<file path="src/rtl/apb_master_param_if.sv">
// APB4 bus bundle between the bridge master and its peripheral slots.
interface apb_master_param_if #(
   parameter int unsigned NUM_SLAVES = 8,
   parameter int unsigned ADDR_W     = 32,
   parameter int unsigned DATA_W     = 32
);
   logic [ADDR_W-1:0]            PADDR;
   logic [DATA_W-1:0]            PWDATA;
   logic [DATA_W/8-1:0]          PSTRB;
   logic                         PWRITE;
   logic                         PENABLE;
   logic [NUM_SLAVES-1:0]        PSEL;
   logic [NUM_SLAVES*DATA_W-1:0] PRDATA;
   logic [NUM_SLAVES-1:0]        PREADY;
   logic [NUM_SLAVES-1:0]        PSLVERR;

   modport master (
      output PADDR, PWDATA, PSTRB, PWRITE, PENABLE, PSEL,
      input  PRDATA, PREADY, PSLVERR
   );

   modport slave (
      input  PADDR, PWDATA, PSTRB, PWRITE, PENABLE, PSEL,
      output PRDATA, PREADY, PSLVERR
   );
endinterface

</file>
<file path="src/rtl/apb_master_param.sv">
// Parametrised APB4 bridge master: single-request internal bus to NUM_SLAVES
// APB slots, with decode-miss and wait-state timeout reporting.
//
// state  | meaning
// -------+-----------------------------------------------------------
// IDLE   | no transfer in flight, PSEL/PENABLE low
// SETUP  | PSEL[idx] high, PENABLE low, one cycle
// ACCESS | PSEL[idx] and PENABLE high until PREADY[idx] or timeout
// DERR   | decode miss, completes with err=10 and no bus activity
module apb_master_param #(
   parameter int unsigned       NUM_SLAVES = 8,
   parameter int unsigned       ADDR_W     = 32,
   parameter int unsigned       DATA_W     = 32,
   parameter logic [ADDR_W-1:0] BASE_ADDR  = 'h1000_0000,
   parameter int unsigned       SLOT_BITS  = 12,
   parameter int unsigned       TIMEOUT    = 255
) (
   input  logic                  PCLK,
   input  logic                  PRESETn,
   apb_master_param_if.master    apb,
   input  logic                  transfer,
   input  logic                  write,
   input  logic [ADDR_W-1:0]     addr,
   input  logic [DATA_W-1:0]     wdata,
   input  logic [DATA_W/8-1:0]   strb,
   output logic                  ready,
   output logic [DATA_W-1:0]     rdata,
   output logic [1:0]            err,
   output logic                  busy
);
   localparam int unsigned STRB_W = DATA_W / 8;
   localparam int unsigned IDX_W  = (NUM_SLAVES > 1) ? $clog2(NUM_SLAVES) : 1;
   localparam int unsigned WCNT_W = (TIMEOUT > 0) ? $clog2(TIMEOUT + 1) : 1;

   typedef enum logic [1:0] {S_IDLE, S_SETUP, S_ACCESS, S_DERR} state_t;

   state_t              state_q, state_d;
   logic [ADDR_W-1:0]   addr_q, addr_d;
   logic [DATA_W-1:0]   wdata_q, wdata_d;
   logic [STRB_W-1:0]   strb_q, strb_d;
   logic                write_q, write_d;
   logic [IDX_W-1:0]    idx_q, idx_d;
   logic [WCNT_W-1:0]   wcnt_q, wcnt_d;

   logic [ADDR_W-1:0]   offset;
   logic [ADDR_W-1:0]   slot_num;
   logic                hit;
   logic                accept;
   logic                pready_sel;
   logic                pslverr_sel;
   logic [DATA_W-1:0]   prdata_sel;
   logic                timeout_hit;

   // Address decode of the incoming request; offset underflow is caught by the >= test.
   always_comb begin
      offset   = addr - BASE_ADDR;
      slot_num = offset >> SLOT_BITS;
      hit      = (addr >= BASE_ADDR) && (slot_num < ADDR_W'(NUM_SLAVES));
   end

   assign pready_sel  = apb.PREADY[idx_q];
   assign pslverr_sel = apb.PSLVERR[idx_q];
   assign prdata_sel  = apb.PRDATA[idx_q*DATA_W +: DATA_W];
   assign timeout_hit = (TIMEOUT != 0) && (wcnt_q == WCNT_W'(TIMEOUT));
   assign busy        = (state_q != S_IDLE);

   // Next-state, request latching and completion outputs.
   always_comb begin
      state_d = state_q;
      addr_d  = addr_q;
      wdata_d = wdata_q;
      strb_d  = strb_q;
      write_d = write_q;
      idx_d   = idx_q;
      wcnt_d  = wcnt_q;
      accept  = 1'b0;
      ready   = 1'b0;
      rdata   = '0;
      err     = 2'b00;
      case (state_q)
         S_IDLE: accept = transfer;
         S_SETUP: begin
            state_d = S_ACCESS;
            wcnt_d  = WCNT_W'(1);
         end
         S_ACCESS: begin
            if (pready_sel) begin
               ready   = 1'b1;
               rdata   = prdata_sel;
               err     = {1'b0, pslverr_sel};
               accept  = transfer;
               state_d = S_IDLE;
            end else if (timeout_hit) begin
               ready   = 1'b1;
               err     = 2'b11;
               state_d = S_IDLE;
            end else if (TIMEOUT != 0) begin
               wcnt_d = wcnt_q + WCNT_W'(1);
            end
         end
         S_DERR: begin
            ready   = 1'b1;
            err     = 2'b10;
            state_d = S_IDLE;
         end
         default: state_d = S_IDLE;
      endcase
      // A read never drives byte strobes, so its strb is latched as zero.
      if (accept) begin
         addr_d  = addr;
         wdata_d = wdata;
         write_d = write;
         strb_d  = write ? strb : '0;
         idx_d   = slot_num[IDX_W-1:0];
         state_d = hit ? S_SETUP : S_DERR;
      end
   end

   // APB outputs decoded from registered state only, so they never follow PREADY.
   always_comb begin
      apb.PSEL    = '0;
      apb.PENABLE = 1'b0;
      apb.PWRITE  = 1'b0;
      apb.PSTRB   = '0;
      apb.PADDR   = addr_q;
      apb.PWDATA  = wdata_q;
      if ((state_q == S_SETUP) || (state_q == S_ACCESS)) begin
         for (int i = 0; i < int'(NUM_SLAVES); i++) begin
            apb.PSEL[i] = (idx_q == IDX_W'(i));
         end
         apb.PENABLE = (state_q == S_ACCESS);
         apb.PWRITE  = write_q;
         apb.PSTRB   = strb_q;
      end
   end

   // State and request registers with synchronous active-low reset.
   always_ff @(posedge PCLK) begin
      if (!PRESETn) begin
         state_q <= S_IDLE;
         addr_q  <= '0;
         wdata_q <= '0;
         strb_q  <= '0;
         write_q <= 1'b0;
         idx_q   <= '0;
         wcnt_q  <= '0;
      end else begin
         state_q <= state_d;
         addr_q  <= addr_d;
         wdata_q <= wdata_d;
         strb_q  <= strb_d;
         write_q <= write_d;
         idx_q   <= idx_d;
         wcnt_q  <= wcnt_d;
      end
   end
endmodule

</file>
<file path="src/flat_wrapper.sv">
// flat-port wrapper written by rule: the top's interface ports become plain ports
module apb_master_param_flat 
#(
   parameter int unsigned       NUM_SLAVES = 8,
   parameter int unsigned       ADDR_W     = 32,
   parameter int unsigned       DATA_W     = 32,
   parameter logic [ADDR_W-1:0] BASE_ADDR  = 'h1000_0000,
   parameter int unsigned       SLOT_BITS  = 12,
   parameter int unsigned       TIMEOUT    = 255
)
  (PCLK, PRESETn, transfer, write, addr, wdata, strb, ready, rdata, err, busy, apb_PADDR, apb_PWDATA, apb_PSTRB, apb_PWRITE, apb_PENABLE, apb_PSEL, apb_PRDATA, apb_PREADY, apb_PSLVERR);
  apb_master_param_if #(.NUM_SLAVES(NUM_SLAVES), .ADDR_W(ADDR_W), .DATA_W(DATA_W)) apb_i ();
  input  logic PCLK;
  input  logic PRESETn;
  input  logic transfer;
  input  logic write;
  input  logic [ADDR_W-1:0] addr;
  input  logic [DATA_W-1:0] wdata;
  input  logic [DATA_W/8-1:0] strb;
  output logic ready;
  output logic [DATA_W-1:0] rdata;
  output logic [1:0] err;
  output logic busy;
  output wire logic [$bits(apb_i.PADDR)-1:0] apb_PADDR;
  output wire logic [$bits(apb_i.PWDATA)-1:0] apb_PWDATA;
  output wire logic [$bits(apb_i.PSTRB)-1:0] apb_PSTRB;
  output wire logic [$bits(apb_i.PWRITE)-1:0] apb_PWRITE;
  output wire logic [$bits(apb_i.PENABLE)-1:0] apb_PENABLE;
  output wire logic [$bits(apb_i.PSEL)-1:0] apb_PSEL;
  input wire logic [$bits(apb_i.PRDATA)-1:0] apb_PRDATA;
  input wire logic [$bits(apb_i.PREADY)-1:0] apb_PREADY;
  input wire logic [$bits(apb_i.PSLVERR)-1:0] apb_PSLVERR;
  assign apb_PADDR = apb_i.PADDR;
  assign apb_PWDATA = apb_i.PWDATA;
  assign apb_PSTRB = apb_i.PSTRB;
  assign apb_PWRITE = apb_i.PWRITE;
  assign apb_PENABLE = apb_i.PENABLE;
  assign apb_PSEL = apb_i.PSEL;
  assign apb_i.PRDATA = apb_PRDATA;
  assign apb_i.PREADY = apb_PREADY;
  assign apb_i.PSLVERR = apb_PSLVERR;
  apb_master_param #(.NUM_SLAVES(NUM_SLAVES), .ADDR_W(ADDR_W), .DATA_W(DATA_W), .BASE_ADDR(BASE_ADDR), .SLOT_BITS(SLOT_BITS), .TIMEOUT(TIMEOUT)) u_core (.PCLK(PCLK), .PRESETn(PRESETn), .apb(apb_i), .transfer(transfer), .write(write), .addr(addr), .wdata(wdata), .strb(strb), .ready(ready), .rdata(rdata), .err(err), .busy(busy));
endmodule
</file>
<file path="config.mk">
export PLATFORM = sky130hd
export DESIGN_NAME = apb_master_param_flat
export DESIGN_NICKNAME = d
export VERILOG_FILES = /design/src/rtl/apb_master_param_if.sv /design/src/rtl/apb_master_param.sv /design/src/flat_wrapper.sv
export SDC_FILE = /design/constraint.sdc
export NUM_CORES = 1
export LEC_CHECK = 0
export BUFFER_PORTS_ARGS = -buffer_cell sky130_fd_sc_hd__buf_2
export CORE_AREA = 10 10 170 172
export CTS_BUF_LIST = sky130_fd_sc_hd__clkbuf_16
export DETAILED_ROUTE_END_ITERATION = 8
export DIE_AREA = 0 0 180 182
export PLACE_DENSITY_LB_ADDON = 0.3
export SLEW_MARGIN = 20
export SYNTH_ARGS = -nofsm -noshare
export SYNTH_HDL_FRONTEND = slang
export SYNTH_SLANG_ARGS = --single-unit
export TNS_END_PERCENT = 5
</file>
<file path="constraint.sdc">
create_clock -name PCLK -period 5.13 [get_ports PCLK]
set_input_delay 0.513 -clock PCLK [delete_from_list [all_inputs] [get_ports PCLK]]
set_output_delay 0.513 -clock PCLK [all_outputs]
set_load 0.01 [all_outputs]
</file>
; ---- After elaboration in Yosys (flattened, before gate mapping)
; Cells that the tools add are included.
[classes]
n_eq_ne = 14
n_addsub = 2
shifts = 1
n_lt_le_gt_ge = 3
n_reduce_logical = 9
mux = 27
[op_table]
columns = operator, count
row1 = $shiftx 256x9->32, 1
row2 = $mux 32, 2
row3 = $ge 32x29->1 const B, 1
row4 = $sub 32x29->32 const B, 1
row5 = $mux 8, 3
row6 = $lt 20x4->1 const B, 1
row7 = $pmux 8 s2, 1
row8 = $eq 3x3->1 const B, 4
row9 = $mux 2, 6
row10 = $add 8x1->8 const B, 1
row11 = $eq 8x8->1 const B, 1
row12 = $mux 4, 2
row13 = $mux 1, 7
row14 = $bmux 1 s3, 2
row15 = $eq 3x2->1 const B, 2
row16 = $pmux 2 s3, 1
row17 = $eq 2x2->1 const B, 2
row18 = $lt 3x4->1 const B, 1
row19 = $ne 2x2->1 const B, 2
row20 = $ne 4x1->1 const B, 1
row21 = $pmux 1 s2, 2
row22 = $pmux 2 s2, 1
row23 = $reduce_bool 2->1, 2
row24 = $reduce_bool 4->1, 1
row25 = 8 further kinds, 8
[totals]
regBits = 82
output_inout_bits = 114
inputBits = 344

; ---- Logic depth before layout (Yosys ltp)
; Gate-level depths: netlist of the first run.
[depth]
word_depth = 6
ltp_mapped = 9
mapped_depth_nobuf = 7

; ---- Worst setup path after synthesis of the first run
; OpenSTA, ideal clock, no wires.
[synth_timing]
kind = register to output
from = reg u_core.idx_q[1]
to = out rdata[24]
stages_incl_launch_ff = 7
slack_ps = 2886
n_path_buf = 3
arrival_ps = 1731
required_time_ps = 4617
cell_sequence = dfxtp_1 buf_6 clkbuf_1 clkbuf_1 mux4_2 mux2i_1 nor2_1
[synth_between]
elab_chain_len = 4
[synth_lines]
columns = element, line
row1 = "start, declared", apb_master_param.sv:42  ; logic [IDX_W-1:0] idx_q, idx_d;
row2 = "start signal, assigned", apb_master_param.sv:153  ; idx_q <= idx_d;
row3 = branches (longest 2 deep; another with $shiftx 256x9->32), n/a
row4 = $mux 32 *, apb_master_param.sv:87  ; if (pready_sel) begin
row5 = $mux 32 *, apb_master_param.sv:80  ; case (state_q)
row6 = "end, declared", flat_wrapper.sv:21  ; output logic [DATA_W-1:0] rdata;
; Mark *: on every way between the ends. The select of a mux whose other input is x is not followed.

; ---- Worst setup path in the final report of the first run
[layout_timing]
from = reg u_core.idx_q[0]
to = out rdata[29]
; The elaborated chain is that of the path after synthesis.

==> results of run 1 <==
==> worst register-to-register path: cells and delay by family (launching register included) <==
family / cells / cell delay (ns)
flops: 1 / 0.82
compound gates: 2 / 0.63
mux: 1 / 0.30
buf+inv: 1 / 0.63
simple gates: 2 / 0.88
==> layer usage <==
layer | global-route usage, % | share of wire (%) | vias to the layer above
met2 | 29.5 | 52 | 298
met1 | 17.2 | 36 | 2947
met4 | 5.49 | 1.7 | 4
li1 | - | - | 2957
met3 | 6.40 | 10 | 23
met5 | 0 | 0.093 | -
==> registers in the layout, summed over array words and instances (netlist names) <==
name               cells
u_core.wcnt_q          8
u_core.state_q         2
u_core.apb.PADDR      30
u_core.apb.PWDATA     32
u_core.idx_q           2
u_core.strb_q          4
u_core.write_q         1
==> cells in the mapped netlist (4+ instances only) <==
cell type    n
a21oi_1     11
clkbuf_1    28
nand2b_1     4
mux2i_1    107
buf_1        5
inv_1        9
nand3_1      9
and2_1       7
buf_4        5
nand2_1    142
dfxtp_1     79
ha_1         4
nor2_1      44
o21ai_0      7
buf_2        8
mux4_2      66
==> cell families after synthesis <==
logic type,after synthesis,share of synthesized area [%]
simple gates,222,16.3
mux,173,45.1
flops,79,27.9
buf+inv,59,4.83
compound gates,40,4.96
fa+ha+maj,4,0.883
==> report_power, final <==
group          total [W]  internal (W)  switching (W)
Sequential      0.000802      0.000718      0.0000843
Clock           0.000767      0.000503       0.000264
Combinational    0.00132      0.000622       0.000697
==> how the worst min path moves through the flow <==
stage,depth (start not counted),start,slack (ns),to
6_report,3,addr[12],0.42,u_core.idx_q[0]
3_5_place_dp,2,u_core.apb.PWDATA[10],0.44,u_core.apb.PWDATA[10]
4_1_cts,3,addr[2],0.41,u_core.apb.PADDR[2]
3_3_place_gp,2,u_core.strb_q[2],0.44,u_core.strb_q[2]
2_1_floorplan,2,u_core.strb_q[0],0.43,u_core.strb_q[0]
5_1_grt,3,wdata[14],0.42,u_core.apb.PWDATA[14]
==> through the flow <==
step                      instance area (sq um)  hold WS (ns)  power (W)  utilization, %  setup WS, ns
after global routing                       8580         0.422    0.00306            33.5          1.23
after detailed placement                   8200         0.444    0.00215            32.0          1.67
final                                      8600         0.417    0.00289            33.6          1.53
after CTS                                  8560         0.408    0.00294            33.4          1.37
after floorplan                            5670         0.430    0.00167               -          2.89
after global placement                     8200         0.438    0.00214            32.0          1.73
==> area by class of cell <==
| cell class | instances | area [sq um] |
|---|---|---|
| clock inverters | 6 | 106 |
| inverters | 9 | 33.8 |
| fillers | 2711 | 17000 |
| flip-flops and latches | 79 | 1590 |
| multi-input cells | 439 | 3830 |
| well taps | 335 | 419 |
| repair buffers | 463 | 2330 |
| diodes | 14 | 35.0 |
| clock buffers | 10 | 250 |
==> results.toml, run 1 <==
[status]
status = "finished, final reports clean"

[worst_setup_path]
setup.worst_path.start_class = "flip-flop"
path_max_fanout = 43
cp_data_required_time_ns = 4.62
critPathArrivalTime_ns = 3.09
r2r_start = "u_core.idx_q[0]"
r2r_end = "u_core.apb.PWDATA[3]"
path_cells = "buf_4, mux4_2, mux2i_1, nor2_1, buf_2"
end_kind = "primary output"
path_delay_family = "multiplexers"
path_depth = 5
endpoint = "rdata[29]"
worstSetupPathType = "flip-flop to primary output"
path_buf_inv = 2
rrSetupSlack_ns = 1.79
slowest_delay_ns = 0.82
cp_slowest_cell = "dfxtp_4"
reg2reg_depth = 6
startpoint = "u_core.idx_q[0]"

[synthesis]
synth.area.top_cells = "dfxtp_1 28%, mux4_2 26%, mux2i_1 19%"
ys.flop_type = "dfxtp_1"
synth_warnings = 0
synth_top_area_cell = "dfxtp_1"
synth_area_sq_mm = 0.00567
async_flop_share_pct = 0
synth.avg_cell_area_sq_um = 9.83
synthCells = 577
ys_seq_elements = 79
yosysUniqueCellTypes = 40
syn-num-nets = 925
synth_edf_count = 0
seq_area_frac_synth_pct = 27.9
synth_top_area_share_pct = 27.9

[placement]
dp_hpwl_mm = 24.0
place.gp.congestion = 0.987
io_buffers = 457
dp.cells = 1325

[sta]
skew_ns = 0.00841
setup_violations = 0
timing.fmax_mhz = 277
tns_ns = 0
rsz0062_at_grt = "false"
period_needed_ns = 3.60
period_share_pct = 70.3
slew_headroom_pct = 35.0
slew_viol_final = 0
worst_slew_pin_slew_ns = 0.975
finalHoldViolCount = 0

[power]
ir_drop_uv = 181
p_leak_nw = 4.05
powerDensity_mw_per_mm2 = 336

[layout]
final_cell_mix = "456 x buf_2, 142 x nand2_1, 107 x mux2i_1"
layout_commonest_cell = "buf_2"
syn2layout_area_growth_pct = 51.6
final_cells = 1355
drive_gt1_share_pct = 55.1
final_nets = 1349

[routing]
via_count = 6229
drt-wirelength-per-cell_um = 21.4
drtPass1Iterations = 4
ant_nets = 0
drcViolationCount = 0
drtIter0Drc = 359
routed_wl_mm = 28.9
vias_per_cell = 4.60

[clock_tree]
cts_buffers = 9
clockBufferDepth = 2
htree_levels = 3
cts_resized = 0
cts_root_buffer = "clkbuf_16"
hold_buffers = 0
clock_latency_ns = 0.33
clkSinkCount = 79
path_clk_slew_ns = 0.07
cts_tree = "built"
cts_setup_buffers = 0

[grt]
first_global_vias = 6512
antenna_found_initial = 12
grt.total_usage_pct = 16.4
grt_max_degree = 84
overflow = 0
grt_pass1_wl_mm = 41.6

[floorplanning]
die_area_sq_mm = 0.0328
initial_utilization_pct = 22.1
die_y_um = 182
die_w_um = 180
rows = 59
pin_count = 458
core_sq_mm = 0.0256

[flow_run]
maxCapViolCount = 0

[min_path]
hold_path_class = "primary input to flip-flop"
Note: power is estimated with default switching activity, not from simulation.
==> run 2: changes to the inputs <==
- clock period: 5.13 -> 3 ns (I/O delays scaled with it)
==> run 2 against run 1 <==
Against the previous run:
- register-to-register slack worse by 1.1 ns
- cell area grew 0.35%
- sequential power is 68% higher
- die area is the same
- utilization rose by 0.12 points
- combinational power increased by 79%
- count of clock-buffer cells in the layout down 1
- worst setup slack worse by 1.2 ns
- critical path depth up 1
==> results.toml, run 2 (synthesis gave the netlist of run 1 again) <==
[clock_tree]
path_clk_slew_ns = 0.06
cts_resized = 0
cts_setup_buffers = 0
hold_buffers = 0
cts_root_buffer = "clkbuf_16"
cts_tree = "built"
clock_latency_ns = 0.33
htree_levels = 3
clockBufferDepth = 2
cts_buffers = 9
clkSinkCount = 79

[sta]
period_share_pct = 89.8
worst_slew_pin_slew_ns = 0.673
slew_viol_final = 0
slew_headroom_pct = 55.0
finalHoldViolCount = 0
timing.fmax_mhz = 371
setup_slack_ns = 0.305
setup_violations = 0
rsz0062_at_grt = "false"
tns_ns = 0
period_needed_ns = 2.69
skew_ns = 0.00604

[floorplanning]
pin_count = 458
rows = 59
core_sq_mm = 0.0256
die_area_sq_mm = 0.0328
die_w_um = 180
die_y_um = 182
initial_utilization_pct = 22.1

[grt]
overflow = 0
grt_pass1_wl_mm = 42.1
antenna_found_initial = 16
first_global_vias = 6632
grt.total_usage_pct = 16.7
grt_max_degree = 84

[routing]
drtIter0Drc = 310
routed_wl_mm = 29.2
via_count = 6299
ant_nets = 0
vias_per_cell = 4.62
drcViolationCount = 0
drtPass1Iterations = 4
drt-wirelength-per-cell_um = 21.4

[worst_setup_path]
path_cells = "buf_4, buf_4, mux4_2, mux2i_1, nor2_1, buf_2"
end_kind = "primary output"
critPathArrivalTime_ns = 2.39
path_buf_inv = 3
cpMostUsedCell = "buf_4"
worstSetupPathType = "flip-flop to primary output"
slowest_delay_ns = 0.52
path_max_fanout = 45
path_delay_family = "buffers and inverters"
cp_data_required_time_ns = 2.70
cp_slowest_cell = "buf_4"
setup.worst_path.start_class = "flip-flop"

[layout]
drive_gt1_share_pct = 55.4
final_cell_mix = "456 x buf_2, 142 x nand2_1, 107 x mux2i_1"
fin_util_pct = 33.7
final_nets = 1359
largest_register_ffs = 32
layout_commonest_cell = "buf_2"
syn2layout_area_growth_pct = 52.1

[min_path]
hold_path_class = "primary input to flip-flop"

[placement]
dp_hpwl_mm = 24.6
place.gp.congestion = 0.918
io_buffers = 457
preCtsSetupSlack_ns = 0.637

[power]
ir_drop_uv = 311
p_leak_nw = 4.07
powerDensity_mw_per_mm2 = 552

[status]
status = "finished, final reports clean"

[flow_run]
maxCapViolCount = 0
run 2: cell types whose count changed in the layout (fill, tap and decap cells not counted):
cell,previous run,this run
diode_2,14,12
clkinv_4,1,0
clkinv_2,0,1
buf_4,7,14
buf_12,0,3
clkbuf_16,10,9
clkinvlp_4,0,1
bufinv_16,3,1
clkinv_1,1,2
run 2: final cells by class:
cell class	instances	area [sq um]
flip-flops and latches	79	1590
clock inverters	6	53.8
well taps	335	419
multi-input cells	439	3830
diodes	12	30.0
repair buffers	473	2450
inverters	9	33.8
fillers	2731	17000
clock buffers	9	225
run 2: path summary, 6_finish.rpt:
kind	from	to	slack, ns	depth (start not counted)
worst max-delay path	u_core.idx_q[1]	rdata[7]	0.31	6
worst min-delay path	addr[10]	u_core.apb.PADDR[10]	0.21	3
worst max register to register	u_core.state_q[0]	u_core.write_q	0.72	6
worst min register to register	u_core.strb_q[2]	u_core.strb_q[2]	0.45	2
run 2: worst min-delay path, cell delays in order:
cell and delay (ns):
buf_2 0.10, nand2_1 0.04, mux2i_1 0.05
run 2: metrics by stage:
stage / power (W) / instance area (sq um) / cells / hold WS (ns)
2_1_floorplan: 0.00286 / 5670 / 577 / 0.430
3_3_place_gp: 0.00374 / 8320 / 1335 / 0.438
3_5_place_dp: 0.00377 / 8320 / 1335 / 0.443
4_1_cts: 0.00487 / 8600 / 1350 / 0.196
5_1_grt: 0.00509 / 8630 / 1362 / 0.202
6_report: 0.00476 / 8630 / 1362 / 0.211
run 2: routing by layer:
layer	part of all wire, %	GRT usage, %	up-vias	wire length [um]
li1	-	-	2973	-
met1	36	17.4	2980	10500
met2	52	29.8	295	15200
met3	8.2	5.31	45	2390
met4	3.5	7.97	6	1010
met5	0.14	0	-	42
run 2: where the power goes:
part	switching [W]	internal (W)
registers	0.000118	0.00123
logic	0.00124	0.00112
clock network	0.000430	0.000630
total	0.00178	0.00298
==> run 3: changes to the inputs <==
- clock period: 3 -> 2.2 ns (I/O delays scaled with it)
==> run 3 against run 2 <==
Against the previous run:
- the flow now finishes with violations (setup timing)
- routed wire length increased by 6.9%
- cell area up 9.8%
- worst hold slack got worse by 0.084 ns
- global-route usage is 1.3 points higher
- first-iteration DRC count decreased by 4.2%
- non-clock buffer count grew 41
- largest power group unchanged
==> results.toml, run 3 (synthesis gave the netlist of run 1 again) <==
[worst_setup_path]
reg2reg_depth = 9
path_buf_inv = 4
slowest_delay_ns = 0.53
rrSetupSlack_ns = 0.15
setup.worst_path.start_class = "flip-flop"
cp_data_required_time_ns = 1.98
r2r_end = "u_core.apb.PADDR[23]"
path_delay_family = "multiplexers"
path_max_fanout = 7
worstSetupPathType = "flip-flop to primary output"
path_depth = 7
r2r_start = "u_core.idx_q[0]"
cp_slowest_cell = "mux4_2"
end_kind = "primary output"
path_cells = "buf_12, buf_8, buf_16, mux4_2, mux2i_4, nor2_1, buf_2"
critPathArrivalTime_ns = 2.00

[clock_tree]
cts_buffers = 9
path_clk_slew_ns = 0.06
clock_latency_ns = 0.33
clkSinkCount = 79
hold_buffers = 0
cts_root_buffer = "clkbuf_16"
clockBufferDepth = 2
htree_levels = 3
cts_tree = "built"

[flow_run]
maxCapViolCount = 0

[min_path]
min_from = "addr[12]"
min_delay_worst_endpoint = "u_core.idx_q[0]"
hold_path_class = "primary input to flip-flop"
min_path_cells = 3

[sta]
slew_viol_final = 0
finalHoldViolCount = 0
slew_headroom_pct = 64.7
setup_violations = 2
timing.fmax_mhz = 451
skew_ns = 0.00810
rsz0062_at_grt = "true"
setup_slack_ns = -0.0179
worst_slew_pin_slew_ns = 0.528
period_needed_ns = 2.22
period_share_pct = 101

[power]
ir_drop_uv = 374
p_total_w = 0.00721
p_leak_nw = 4.43
powerDensity_mw_per_mm2 = 761

[floorplanning]
initial_utilization_pct = 22.1
core_sq_mm = 0.0256
die_w_um = 180
rows = 59
die_y_um = 182
die_area_sq_mm = 0.0328
pin_count = 458

[layout]
syn2layout_area_growth_pct = 67.0
drive_gt1_share_pct = 59.7
final_nets = 1400
fillers = 2631
final_cells = 1400
layout_commonest_cell = "buf_2"
stdcell_area_sq_mm = 0.00947
final_cell_mix = "450 x buf_2, 142 x nand2_1, 100 x mux2i_1"
largest_register_ffs = 32

[routing]
routed_wl_mm = 31.2
via_count = 6572
ant_nets = 0
drtPass1Iterations = 5
vias_per_cell = 4.69
drcViolationCount = 0
drtIter0Drc = 297
drt-wirelength-per-cell_um = 22.3

[placement]
io_buffers = 457
dp_hpwl_mm = 25.0
placed_area_sq_mm = 0.00851
place.gp.congestion = 0.960
dp.cells = 1347

[grt]
first_global_vias = 6906
antenna_found_initial = 9
grt_max_degree = 43
grt_pass1_wl_mm = 45.5
grt.total_usage_pct = 18.0
overflow = 0

[status]
status = "finished, violations left"
violations = "setup timing"
[run 3: worst max path at each step]
stage / from / to / slack, ns
2_1_floorplan: u_core.idx_q[1] / rdata[24] / 0.25
3_3_place_gp: u_core.idx_q[0] / rdata[15] / 0.18
3_5_place_dp: u_core.idx_q[0] / rdata[15] / 0.18
4_1_cts: u_core.idx_q[0] / rdata[30] / -0.06
5_1_grt: u_core.idx_q[0] / rdata[18] / -0.10
6_report: u_core.idx_q[0] / rdata[15] / -0.02
[run 3: through the flow]
stage               TNS (ns)  util, %  hold slack, ns  setup slack [ns]
floorplan                  0        -           0.362             0.249
finish               -0.0274     37.0           0.127           -0.0179
global placement           0     33.2           0.439             0.181
global route           -2.28     37.0           0.121            -0.103
detailed placement         0     33.2           0.445             0.183
CTS                    -1.34     36.1           0.108           -0.0569
[run 3: tightest hold or removal path, stage by stage]
cell,delay [ns]
buf_2,0.09
nand2_1,0.04
mux2i_1,0.05
[run 3: cell type report]
cell class                      instances  area, sq um  area share [%]
Sequential cell                        79         1590            16.8
Antenna cell                            8         20.0           0.211
Clock buffer                            9          225            2.38
Inverter                                9         33.8           0.357
Timing Repair Buffer                  514         3190            33.7
Clock inverter                          7         32.5           0.343
Tap cell                              335          419            4.43
Multi-Input combinational cell        439         3960            41.8
[run 3: repair_timing]
action                                  CTS  global route
setup buffers                            15             6
gates resized for setup                  38            31
hold endpoints to repair                  0             0
gates cloned                              7             3
endpoints found under the setup margin   11            99
pin swaps                                 8             6
[run 3: report_power, final]
part | leakage, nW | internal [W] | switching (W) | total [W]
sequential | 0.650 | 0.00168 | 0.000154 | 0.00183
clock | 0.133 | 0.000744 | 0.000578 | 0.00132
combinational | 3.64 | 0.00210 | 0.00196 | 0.00406
total | 4.43 | 0.00452 | 0.00269 | 0.00721
[run 3: layer usage]
metal  vias up  wire [um]  GRT usage (%)
met5         -         10              0
met4         2        896           6.29
met2       345      16400           33.0
met1      3113      11100           19.0
met3        47       2680           5.73
li1       3065          -              -
